## src/rtl/seg7_pattern_decoder.sv

```systemverilog
// seg7_pattern_decoder: samples 7-segment lines, debounces them and decodes the glyph back to a hex digit.
// Define SEG7_DEC_SEQCHK_EN to add the o_seq_err digit-sequence checker.
module seg7_pattern_decoder #(
    parameter int STABLE_CYCLES = 4,
    parameter int ACTIVE_LOW    = 0,
    parameter int COUNT_W       = 16
) (
    input  logic               i_clk,
    input  logic               i_rst,
    input  logic [6:0]         i_seg,
    input  logic               i_clr,
    output logic [3:0]         o_digit,
    output logic               o_valid,
    output logic               o_blank,
    output logic               o_invalid,
    output logic               o_locked,
    output logic [COUNT_W-1:0] o_change_cnt,
    output logic [COUNT_W-1:0] o_err_cnt
`ifdef SEG7_DEC_SEQCHK_EN
    ,
    output logic               o_seq_err
`endif
);

    // state    | meaning
    // UNLOCKED | waiting for the synchronised pattern to hold steady
    // ACCEPT   | pattern just taken; o_valid pulse visible this cycle
    // LOCKED   | input still matches the accepted pattern
    typedef enum logic [1:0] {
        UNLOCKED = 2'd0,
        ACCEPT   = 2'd1,
        LOCKED   = 2'd2
    } state_t;

    localparam logic [7:0]         CNT_MAX = 8'(STABLE_CYCLES - 1);
    localparam logic [COUNT_W-1:0] CNT_SAT = '1;

    state_t     state, state_nxt;
    logic [6:0] sync1, sync2, s, s_prev, acc_pat;
    logic [7:0] cnt;
    logic       last_digit;
    logic       dec_hit;
    logic [3:0] dec_digit;
    logic       is_blank, is_inv;
    logic       do_accept, new_valid, err_inc;

    assign s = (ACTIVE_LOW != 0) ? ~sync2 : sync2;

    always_ff @(posedge i_clk or posedge i_rst) begin
        if (i_rst) begin
            sync1  <= '0;
            sync2  <= '0;
            s_prev <= '0;
            cnt    <= '0;
        end else begin
            sync1  <= i_seg;
            sync2  <= sync1;
            s_prev <= s;
            if (s != s_prev)
                cnt <= '0;
            else if (cnt != CNT_MAX)
                cnt <= cnt + 8'd1;
        end
    end

    always_comb begin
        dec_hit   = 1'b1;
        dec_digit = 4'h0;
        case (s)
            7'h7E:   dec_digit = 4'h0;
            7'h30:   dec_digit = 4'h1;
            7'h6D:   dec_digit = 4'h2;
            7'h79:   dec_digit = 4'h3;
            7'h33:   dec_digit = 4'h4;
            7'h5B:   dec_digit = 4'h5;
            7'h5F:   dec_digit = 4'h6;
            7'h70:   dec_digit = 4'h7;
            7'h7F:   dec_digit = 4'h8;
            7'h7B:   dec_digit = 4'h9;
            7'h77:   dec_digit = 4'hA;
            7'h1F:   dec_digit = 4'hB;
            7'h4E:   dec_digit = 4'hC;
            7'h3D:   dec_digit = 4'hD;
            7'h4F:   dec_digit = 4'hE;
            7'h47:   dec_digit = 4'hF;
            default: dec_hit   = 1'b0;
        endcase
    end

    assign is_blank = (s == 7'h00);
    assign is_inv   = !dec_hit && !is_blank;

    always_comb begin
        state_nxt = state;
        do_accept = 1'b0;
        case (state)
            UNLOCKED: begin
                if ((s == s_prev) && (cnt == CNT_MAX)) begin
                    state_nxt = ACCEPT;
                    do_accept = 1'b1;
                end
            end
            ACCEPT:  state_nxt = LOCKED;
            LOCKED: begin
                if (s != acc_pat)
                    state_nxt = UNLOCKED;
            end
            default: state_nxt = UNLOCKED;
        endcase
    end

    // A repeat of the shown digit only counts as new if a blank/invalid came in between
    assign new_valid = do_accept && dec_hit && ((dec_digit != o_digit) || !last_digit);
    assign o_locked  = (state == LOCKED);

`ifdef SEG7_DEC_SEQCHK_EN
    logic seq_have_prev, seq_bad;

    assign seq_bad = new_valid && seq_have_prev && (dec_digit != o_digit + 4'd1);
    assign err_inc = (do_accept && is_inv) || seq_bad;

    always_ff @(posedge i_clk or posedge i_rst) begin
        if (i_rst) begin
            seq_have_prev <= 1'b0;
            o_seq_err     <= 1'b0;
        end else if (i_clr) begin
            seq_have_prev <= 1'b0;
            o_seq_err     <= 1'b0;
        end else if (new_valid) begin
            seq_have_prev <= 1'b1;
            if (seq_bad)
                o_seq_err <= 1'b1;
        end
    end
`else
    assign err_inc = do_accept && is_inv;
`endif

    always_ff @(posedge i_clk or posedge i_rst) begin
        if (i_rst) begin
            state      <= UNLOCKED;
            acc_pat    <= '0;
            last_digit <= 1'b0;
            o_digit    <= '0;
            o_valid    <= 1'b0;
            o_blank    <= 1'b0;
            o_invalid  <= 1'b0;
        end else begin
            state   <= state_nxt;
            o_valid <= new_valid;
            if (do_accept) begin
                acc_pat    <= s;
                last_digit <= dec_hit;
                o_blank    <= is_blank;
                o_invalid  <= is_inv;
                if (dec_hit)
                    o_digit <= dec_digit;
            end
        end
    end

    always_ff @(posedge i_clk or posedge i_rst) begin
        if (i_rst) begin
            o_change_cnt <= '0;
            o_err_cnt    <= '0;
        end else if (i_clr) begin
            o_change_cnt <= '0;
            o_err_cnt    <= '0;
        end else begin
            if (new_valid && (o_change_cnt != CNT_SAT))
                o_change_cnt <= o_change_cnt + COUNT_W'(1);
            if (err_inc && (o_err_cnt != CNT_SAT))
                o_err_cnt <= o_err_cnt + COUNT_W'(1);
        end
    end

endmodule

```

## config.mk

```make
export PLATFORM = sky130hd
export DESIGN_NAME = seg7_pattern_decoder
export DESIGN_NICKNAME = d
export VERILOG_FILES = /design/src/rtl/seg7_pattern_decoder.sv
export SDC_FILE = /design/constraint.sdc
export NUM_CORES = 1
export LEC_CHECK = 0
export CAP_MARGIN = 0
export CORE_MARGIN = 3
export CORE_UTILIZATION = 50
export DETAILED_ROUTE_END_ITERATION = 12
export PLACE_DENSITY = 0.79
export SYNTH_ARGS = -nofsm -noshare
export SYNTH_HDL_FRONTEND = slang
export SYNTH_SLANG_ARGS = --single-unit
```

## constraint.sdc

```tcl
create_clock -name i_clk -period 3.45 [get_ports i_clk]
set_clock_uncertainty 0.1 [all_clocks]
set_input_delay 0.5175 -clock i_clk [delete_from_list [all_inputs] [get_ports i_clk]]
set_output_delay 0.5175 -clock i_clk [all_outputs]
set_load 0.005 [all_outputs]
```

==> qor.csv <==
stage,metric,value,unit
synthesis,asr flop ratio synth,100,%
synthesis,Post-Synth Simple-Gate Area,21.7,%
synthesis,top-area cell type share of the netlist area,51.5,%
synthesis,post-synthesis mux area share,3.17,%
place,Cells after DPL,498,
finish,"commonest non-fill, non-tap cell in the layout",dfrtp_1,
synthesis,Post-synth EDFFs,0,
clock_tree,"CTS clk-pin slew, worst paths",80,ps
worst_setup_path,Worst R2R Start,s[3],
worst_setup_path,"Max FO, Critical Path",22,
synthesis,Yosys cell types,53,
synthesis,"Warnings, synthesis",0,
run,max-cap violations,0,
sta,RSZ-0062 raised after global routing,no,
clock_tree,# hold bufs at CTS,0,
clock_tree,TritonCTS Buffers,9,
synthesis,Synth Register Bits,78,
floorplan,row count,31,
hold_path,Hold Path Stages,0,
worst_setup_path,data arrival time of the critical path,3230,ps
clock_tree,worst-case clock buffer depth,2,
sta,min Tclk post-route,3100,ps
status,outcome,completed,
synthesis,compound-gate portion of the synthesized area,8.82,%
finish,Post-Layout Cell Count,514,
finish,Ant. Diodes,0,
hold_path,Min-Delay Endpoint,s[2],
sta,Max Fclk,323,MHz
floorplan,die height,93.0,um
hold_path,min-delay worst type,reg -> reg,
grt,largest net degree at the start of global routing,48,
grt,global route total overflow,0,
worst_setup_path,WP data required,3580,ps
synthesis,Synth Area in XOR/XNOR,9.48,%
route,ANT nets after route,0,
synthesis,Main synth FF type,dfrtp_1,
synthesis,top cell type by total area after synthesis,dfrtp_1,
worst_setup_path,Critical Path End Type,flop,
sta,post-route setup slack,354,ps
route,# DRC,0,
route,wire length per cell,14.3,um
finish,P&R area growth vs syn,19.6,%
sta,Final period util,89.7,%
route,vias per cell,5.43,
worst_setup_path,Worst Reg-to-Reg Cells,8,
synthesis,cell count after synthesis,364,
clock_tree,CTS H-tree lvls,3,
clock_tree,CTS sink cnt,78,
floorplan,Die Wd,93.0,um
route,total wire length,7340,um
synthesis,syn_nets,377,
clock_tree,clock insertion delay at the later pin of the skew report,350,ps
route,initial DRC count,147,
sta,Max-slew headroom,48.4,%
sta,Max Slew Vio Count,0,
synthesis,Post-Syn Area,3790,um^2
route,via count,2791,
worst_setup_path,critical path class,reg -> reg,
finish,final net count,423,
synthesis,synth top area cells,"dfrtp_1, xnor2_1, xor2_1, nor2_1, nand3_1",
power_and_ir_drop,LEAKAGE,1.83,nW
grt,initial antenna violation count,0,
sta,Slew @ Worst Pin,771,ps
grt,Overall Global Routing Usage,18.6,%
worst_setup_path,reg2reg setup slack,350,ps
place,# port buffers,49,
sta,Final Hold Fails,0,
worst_setup_path,RR Endpoint,o_change_cnt[5],
grt,first-pass GRT wire length,13000,um
worst_setup_path,CP Launch Type,flop,
hold_path,worst hold start,sync1[2],
finish,layout cells sized above 1,9.40,%
synthesis,Synth Area in Adders,0.991,%
sta,Final setup violation count,0,
finish,most frequent cells in the layout,"dfrtp_1, clkdlybuf4s50_1, nor2_1, nand2_1, xnor2_1",
floorplan,Boundary Pins,50,
place,DP HPWL,5070,um
power_and_ir_drop,PwrDens,366,nW/um^2
floorplan,die area,8660,um^2
grt,number of global-route vias before repair,2833,
place,dpl ws,371,ps
clock_tree,CTS-repair resized insts,0,
route,Pre-antenna DRT Iters,4,
floorplan,core area,7290,um^2
sta,sum of negative setup slack,0,ps
floorplan,Initial Util,51.9,%
power_and_ir_drop,worst vdd ir,0.248,mV
synthesis,post-synthesis sequential area ratio,51.5,%
synthesis,largest family of logic cells by synthesized area,simple AND/OR/NAND/NOR gates,
place,Placer Congestion,0.790,
clock_tree,clock root cell,clkbuf_8,
synthesis,Avg Inst Size Synth,10.4,um^2
clock_tree,Post-CTS Repair Setup Buffers,0,
clock_tree,CTS tree,yes,
how the worst max path moves through the flow:
stage / startpoint / end / slack (ps) / cells past startpoint
5_1_grt: s[3] / o_change_cnt[9] / 40 / 8
4_1_cts: s[3] / o_change_cnt[5] / 350 / 8
3_5_place_dp: s[6] / o_change_cnt[5] / 370 / 8
2_1_floorplan: i_rst / acc_pat[0] / 840 / 1
3_3_place_gp: s[6] / o_change_cnt[5] / 410 / 8
6_report: s[3] / o_change_cnt[5] / 350 / 8
sequential cells by signal, indices dropped and copies added, names as in the netlist:
signal and cells:
s_prev 7, o_err_cnt 16, cnt 8, state 2, acc_pat 7, sync1 7
o_valid 1, o_digit 4, s 7, last_digit 1, o_blank 1, o_change_cnt 16
o_invalid 1
per-stage QoR:
stage               power (mW)  instance area [um^2]  util, %  hold slack (ps)
floorplan                 1.02                  3790        -              231
global placement          1.04                  4340     59.5              232
detailed placement        1.04                  4340     59.5              235
CTS                       1.68                  4530     62.1              253
global route              1.73                  4530     62.1              263
finish                    1.66                  4530     62.1              249
power by group:
| group | internal (mW) | leakage [nW] | total (mW) | switching, mW |
|---|---|---|---|---|
| combinational | 0.0333 | 0.700 | 0.0765 | 0.0431 |
| sequential | 0.926 | 1.04 | 0.947 | 0.0212 |
| clock | 0.302 | 0.0848 | 0.634 | 0.332 |
| total | 1.26 | 1.83 | 1.66 | 0.397 |
synthesized netlist by cell type, types with 5 or more instances:
cell type   n
dfrtp_1    78
nor2_1     32
nand2_1    25
xnor2_1    21
xor2_1     20
nand3_1    19
a21oi_1    17
o21ai_0    14
or3_1      14
inv_1      12
nand4_1    10
nor3_1      9
mux2_2      8
buf_2       7
clkbuf_1    6
and3_1      5
cells by family after synthesis:
group / Yosys count
AOI/OAI and AO/OA: 53
xor gates and xnor gates: 41
adders and majority gates: 3
buffers and inverters: 32
DFF: 78
muxes: 11
and+or+nand+nor: 146
per-layer routing:
metal | global-route usage [%] | routed length, um | up-vias
li1 | - | - | 1370
met1 | 24.8 | 3440 | 1354
met2 | 30.0 | 3490 | 59
met3 | 4.34 | 309 | 8
met4 | 6.11 | 95 | 0
met5 | 0 | 0 | -
worst max-delay path, stage by stage (launching register included):
cell and delay, ps:
dfrtp_1 680, nand2_1 190, or3_1 370, o22ai_1 170
a211o_1 190, xor2_1 270, o211ai_2 370, nor3_1 280
mux2_2 360
final cells by class:
cell class | count | area, um^2
clock inverter | 4 | 31.3
fill | 643 | 2760
multi-input combinational | 254 | 1670
timing repair buffer | 55 | 548
inverter | 12 | 45.0
tap | 99 | 124
sequential | 78 | 1950
clock buffer | 12 | 155
(Power assumes the default switching activity.)
